--- config.mk ---
export PLATFORM = sky130hd
export DESIGN_NAME = shifting_piso
export DESIGN_NICKNAME = d
export VERILOG_FILES = /design/src/rtl/shifting_piso.sv
export SDC_FILE = /design/constraint.sdc
export NUM_CORES = 1
export LEC_CHECK = 0
export CAP_MARGIN = 25
export CORE_ASPECT_RATIO = 0.9
export CORE_MARGIN = 2
export CORE_UTILIZATION = 50
export DETAILED_ROUTE_END_ITERATION = 8
export GPL_TIMING_DRIVEN = 0
export PLACE_DENSITY_LB_ADDON = 0.15
export SLEW_MARGIN = 20
export SYNTH_ARGS = -nofsm -noshare
export SYNTH_HDL_FRONTEND = slang
export SYNTH_HIERARCHICAL = 1
export SYNTH_SLANG_ARGS = --single-unit
--- constraint.sdc ---
create_clock -name clk -period 3 [get_ports clk]
set_input_delay 0.45 -clock clk [delete_from_list [all_inputs] [get_ports clk]]
set_output_delay 0.45 -clock clk [all_outputs]
set_load 0.05 [all_outputs]
--- src/rtl/shifting_piso.sv ---
// -----------------------------------------------------------------------------
// shifting_piso
//   Parallel-in / serial-out digit shifter for the code lock. A whole code word
//   is captured in one cycle and then emitted one digit per accepted transfer,
//   most significant digit first, under a valid/ready handshake.
//
// Parameters
//   DIGITS  digits per code word (>= 2)
//   DW      bits per digit
//
// Ports
//   clk      system clock, rising edge
//   clr      synchronous active-high reset
//   ce       clock enable; when low every register holds
//   load     capture request, honoured only while idle
//   data_i   parallel code word, digit 0 in the MSBs
//   ready_i  consumer accepts data_o this cycle
//   data_o   current digit (top digit of the shift register)
//   valid_o  data_o holds a valid digit
//   busy_o   word in progress
//   done_o   one-cycle pulse after the last digit was accepted
// -----------------------------------------------------------------------------

// One digit slot of the shift register. Slot DIGITS-1 is the output digit;
// each slot takes its lower neighbour on a shift.
module shifting_piso_slot #(
    parameter int DW = 4
) (
    input  logic          clk,
    input  logic          clr,
    input  logic          ce,
    input  logic          ld,     // capture parallel digit
    input  logic          sh,     // take neighbour digit
    input  logic          fl,     // flush to zero (word finished)
    input  logic [DW-1:0] d_ld,
    input  logic [DW-1:0] d_sh,
    output logic [DW-1:0] q
);
    always_ff @(posedge clk) begin
        if (clr) begin
            q <= '0;
        end else if (ce) begin
            if (fl)      q <= '0;
            else if (ld) q <= d_ld;
            else if (sh) q <= d_sh;
        end
    end
endmodule

module shifting_piso #(
    parameter int DIGITS = 4,
    parameter int DW     = 4
) (
    input  logic                 clk,
    input  logic                 clr,
    input  logic                 ce,
    input  logic                 load,
    input  logic [DIGITS*DW-1:0] data_i,
    input  logic                 ready_i,
    output logic [DW-1:0]        data_o,
    output logic                 valid_o,
    output logic                 busy_o,
    output logic                 done_o
);
    localparam int            CW   = $clog2(DIGITS);
    localparam logic [CW-1:0] LAST = CW'(DIGITS - 1);

    typedef enum logic {IDLE, SEND} state_t;

    state_t                     state;
    logic [CW-1:0]              cnt;
    logic [DIGITS-1:0][DW-1:0]  sr;
    logic [DIGITS-1:0][DW-1:0]  din;
    logic [DIGITS-1:0][DW-1:0]  sh_in;

    logic ld, xfer, last, sh, fl;

    // Index DIGITS-1 lands on the MSBs, so it is digit 0 of the word.
    assign din   = data_i;
    // Zero-filled one-digit shift toward the output slot.
    assign sh_in = sr << DW;

    assign ld    = (state == IDLE) & load;
    assign xfer  = valid_o & ready_i;
    assign last  = (cnt == LAST);
    assign sh    = xfer & ~last;
    assign fl    = xfer & last;

    generate
        for (genvar g = 0; g < DIGITS; g++) begin : g_slot
            shifting_piso_slot #(.DW(DW)) u_slot (
                .clk  (clk),
                .clr  (clr),
                .ce   (ce),
                .ld   (ld),
                .sh   (sh),
                .fl   (fl),
                .d_ld (din[g]),
                .d_sh (sh_in[g]),
                .q    (sr[g])
            );
        end
    endgenerate

    // sr is zero whenever idle, so the output view needs no extra masking.
    assign data_o = sr[DIGITS-1];

    always_ff @(posedge clk) begin
        if (clr) begin
            state   <= IDLE;
            cnt     <= '0;
            valid_o <= 1'b0;
            busy_o  <= 1'b0;
            done_o  <= 1'b0;
        end else if (ce) begin
            done_o <= 1'b0;
            case (state)
                IDLE: begin
                    if (load) begin
                        state   <= SEND;
                        cnt     <= '0;
                        valid_o <= 1'b1;
                        busy_o  <= 1'b1;
                    end
                end
                SEND: begin
                    if (ready_i) begin
                        if (last) begin
                            state   <= IDLE;
                            cnt     <= '0;
                            valid_o <= 1'b0;
                            busy_o  <= 1'b0;
                            done_o  <= 1'b1;
                        end else begin
                            cnt <= cnt + CW'(1);
                        end
                    end
                end
                default: state <= IDLE;
            endcase
        end
    end
endmodule
# Word level (Yosys, flattened, before mapping)
# Index checks and enable logic that the tools add are counted.
# classes
n_addsub	1
n_eq_ne	4
muxes	27
n_bitwise	6
n_reduce_logical	4
# ops
cell	count
4-bit 2-to-1 mux	12
1-bit 2-to-1 mux	9
2-bit 2-to-1 mux	3
1-bit bitwise AND	4
2-bit != test (second input constant)	2
1-bit case mux with 2 select lines	2
2-bit case mux with 2 select lines	1
4-bit AND reduction	1
3-bit AND reduction	1
3-bit nonzero test	1
2-bit by 1-bit adder with 2-bit output (second input constant)	1
2-bit == test (second input constant)	1
2-bit by 1-bit != test with 1-bit output (second input constant)	1
1-bit inverter	2
2-bit AND reduction	1
# totals
regBits	21
output_inout_bits	7
elab_cells	50

# Longest topological paths before layout
# logic_depth
depth_word	6
depth_mapped	5

# Cells and area by module
# Netlist, hierarchy kept.
# by_module_without_submodules
mod	n_inst	cells_per_inst	area_each_um2
shifting_piso_slot	4	17	192.7
shifting_piso	1	32	266.5

# Worst setup path before layout
# OpenSTA, ideal clock, no wires.
# synth_timing
path_kind	in2reg
start	input port load
end	register g_slot[0].u_slot.q[0]
setup_ns	0.070
arrival_ns	1.488
required_ns	2.930
slack_ns	1.442
path_stages	5
cell_sequence	and2b_2 buf_6 or3_1 a21oi_2 o2bb2ai_1
# synth_via
elab_chain_cells	3
# synth_lines
element	line	text
from (decl)	57	input logic load,
1-bit bitwise AND (*)	83	assign ld = (state == IDLE) & load;
3-bit nonzero test (no source line) or 4-bit 2-to-1 mux (tied branches)	--	
2-bit AND reduction (no source line) or 4-bit 2-to-1 mux (tied branches)	--	
to (signal assigned)	44	else if (ld) q <= d_ld;
to (signal assigned)	45	else if (sh) q <= d_sh;
to (decl)	37	output logic [DW-1:0] q
# Mark *: on every way between the ends. The rest lies on a longest branch, timed or not.
# A chain may end at the register's enable or synchronous reset.

==> flow_summary.ini <==
[outcome]
status = finished, final reports clean

[route]
wl_um = 2370
drtAntennaViolNets = 0
vias_per_cell = 5.71
wl_per_cell_um = 14.9
num_vias = 908
drc = 0
first_iter_violations = 17
drt_first_pass_iters = 4

[place]
port-buffer-count = 27
place.gp.congestion = 0.682
pre_cts_ws_ps = 779
dp_hpwl_um = 1720

[timing]
rsz0062_at_grt = false
post-route-period-util_pct = 70.1
worst_pin_slew_ps = 580
skew_ps = 5.47
finalCriticalPeriod_ps = 2100
hold_viol = 0
slew_headroom_pct = 61.2
layout_setup_ws_ps = 897
finalMaxSlewViolations = 0
tns_ps = 0
setup_viol = 0
max_freq_mhz = 476

[finish]
area_growth_syn_to_layout_pct = 32.8
n_antenna_cell = 0
layout.nets = 158
final_cell_mix = clkdlybuf4s50_1, dfxtp_1, mux2i_1, o2bb2ai_1, nor2_1
layout_commonest_cell = clkdlybuf4s50_1
drive_above_1_share_pct = 11.2

[setup_path]
r2r-end = g_slot[3].u_slot/q[1]$_SDFFE_PP0P_
cp.required_ps = 2550
critPathLaunchType = flip-flop
critPathKind = reg2out
r2r_start = state$_SDFFE_PP0P_
setup.worst_path.end_class = primary output
worstPathArrival_ps = 1650
worst-path-max-fanout = 6
reg2reg_setup_slack_ps = 1220
r2r_cells = 5

[floorplan]
dieHeight_um = 47.2
die_w_um = 52.0
die_area_mm2 = 0.00246
row_count = 15
coreArea_mm2 = 0.00193
io_pins = 28
start_util_pct = 53.7

[power]
power.density_mw_per_mm2 = 408
p_leak_nw = 0.536
peakVddDrop_v = 0.000356

[clock_network]
cts_buffers = 3
cts_setup_buffers = 0
h-tree-depth = 1
clkTransAtPathRegs_ps = 120
clockRootBuffer = clkbuf_4
cts.repair.resized = 0
clk_latency_ps = 310
cts_buffer_depth = 2
cts_tree = yes
clock-sinks = 21
cts_hold_buf = 0

[min_path]
hold_depth = 2
hold_path.startpoint = done_o$_SDFFE_PP0P_
hp-class = reg2reg
hold_end = done_o$_SDFFE_PP0P_

[flow_run]
drv_cap = 0

[global_route]
grt_max_degree = 15
grt_antenna_before_repair = 0
gr-usage-all-layers_pct = 21.1
grt_overflow = 0
grt_pass1_vias = 832
grt_pass1_wl_um = 3800

[logic_synthesis]
synth_ff_type = dfxtp_1
ys_async_sr_fraction_pct = 0
synth_area_per_cell_um2 = 10.4
synth_edf_count = 0
yosysSeqAreaShare_pct = 40.5
syn_area_mm2 = 0.00104
synth_cell_type_count = 23
synth_cells = 100
ys_ff_latch = 21
yosys_warnings = 6
routing by layer:
layer / up-vias / GRT usage, % / part of all wire, %
li1: 449 / - / -
met1: 430 / 24.5 / 43
met2: 27 / 39.5 / 50
met3: 2 / 5.73 / 6.0
met4: 0 / 4.74 / 0.63
met5: - / 0 / 0
final cells by class:
cell class	instances	area (µm²)
Sequential cell	21	420
Tap cell	25	31.3
Timing Repair Buffer	27	270
Clock buffer	3	22.5
Fill cell	160	556
Inverter	1	3.75
Buffer	5	52.6
Multi-Input combinational cell	76	572
Clock inverter	1	5.00
worst max-delay path, stage by stage (launching register included):
cell	delay, ps
dfxtp_1	430
buf_4	140
clkdlybuf4s50_1	780
sequential cells by signal (all words and copies together), names as in the netlist:
| signal | cells |
|---|---|
| busy_o | 1 |
| cnt | 2 |
| done_o | 1 |
| g_slot.u_slot/q | 16 |
| state | 1 |
through the flow:
step	hold WS [ps]	total power, mW	cell area, µm²	util, %	cells
global placement	443	0.426	1350	69.8	155
CTS	476	0.568	1380	71.3	159
detailed placement	452	0.431	1350	69.8	155
global route	491	0.590	1380	71.3	159
finish	471	0.563	1380	71.3	159
floorplan	432	0.378	1050	-	103
cell families after synthesis:
group           synth area share [%]
mux                             16.4
fa+ha+maj                       2.41
simple gates                    10.6
buf+inv                         5.43
other cells                    0.362
compound gates                  24.2
flops                           40.5
cell usage after synthesis (2+ instances only):
library cell / number / share of area (%)
nand2_1: 4 / 1.4
dfxtp_1: 21 / 41
buf_6: 4 / 4.3
a21oi_2: 4 / 3.4
a21oi_1: 4 / 1.9
o211ai_1: 4 / 2.9
nor2_1: 6 / 2.2
mux2i_1: 17 / 16
o2bb2ai_1: 16 / 14
or3_1: 4 / 2.4
nand4_1: 2 / 1.2
o21ai_0: 2 / 0.97
ha_1: 2 / 2.4
power breakdown:
part | switching [mW] | internal (mW)
clock network | 0.0870 | 0.0498
logic | 0.0606 | 0.0653
registers | 0.00927 | 0.291
worst max path at each step:
stage                                   start                                 end  slack (ps)  depth (start not counted)
after floorplan                          load  g_slot[0].u_slot/q[0]$_SDFFE_PP0P_        1440                          5
after global placement                   load  g_slot[0].u_slot/q[1]$_SDFFE_PP0P_         850                          6
after detailed placement                 load  g_slot[3].u_slot/q[1]$_SDFFE_PP0P_         780                          6
after CTS                 busy_o$_SDFFE_PP0P_                             valid_o         900                          2
after global routing      busy_o$_SDFFE_PP0P_                             valid_o         840                          2
final                     busy_o$_SDFFE_PP0P_                             valid_o         900                          2
Note: power is estimated with default switching activity, not from simulation.
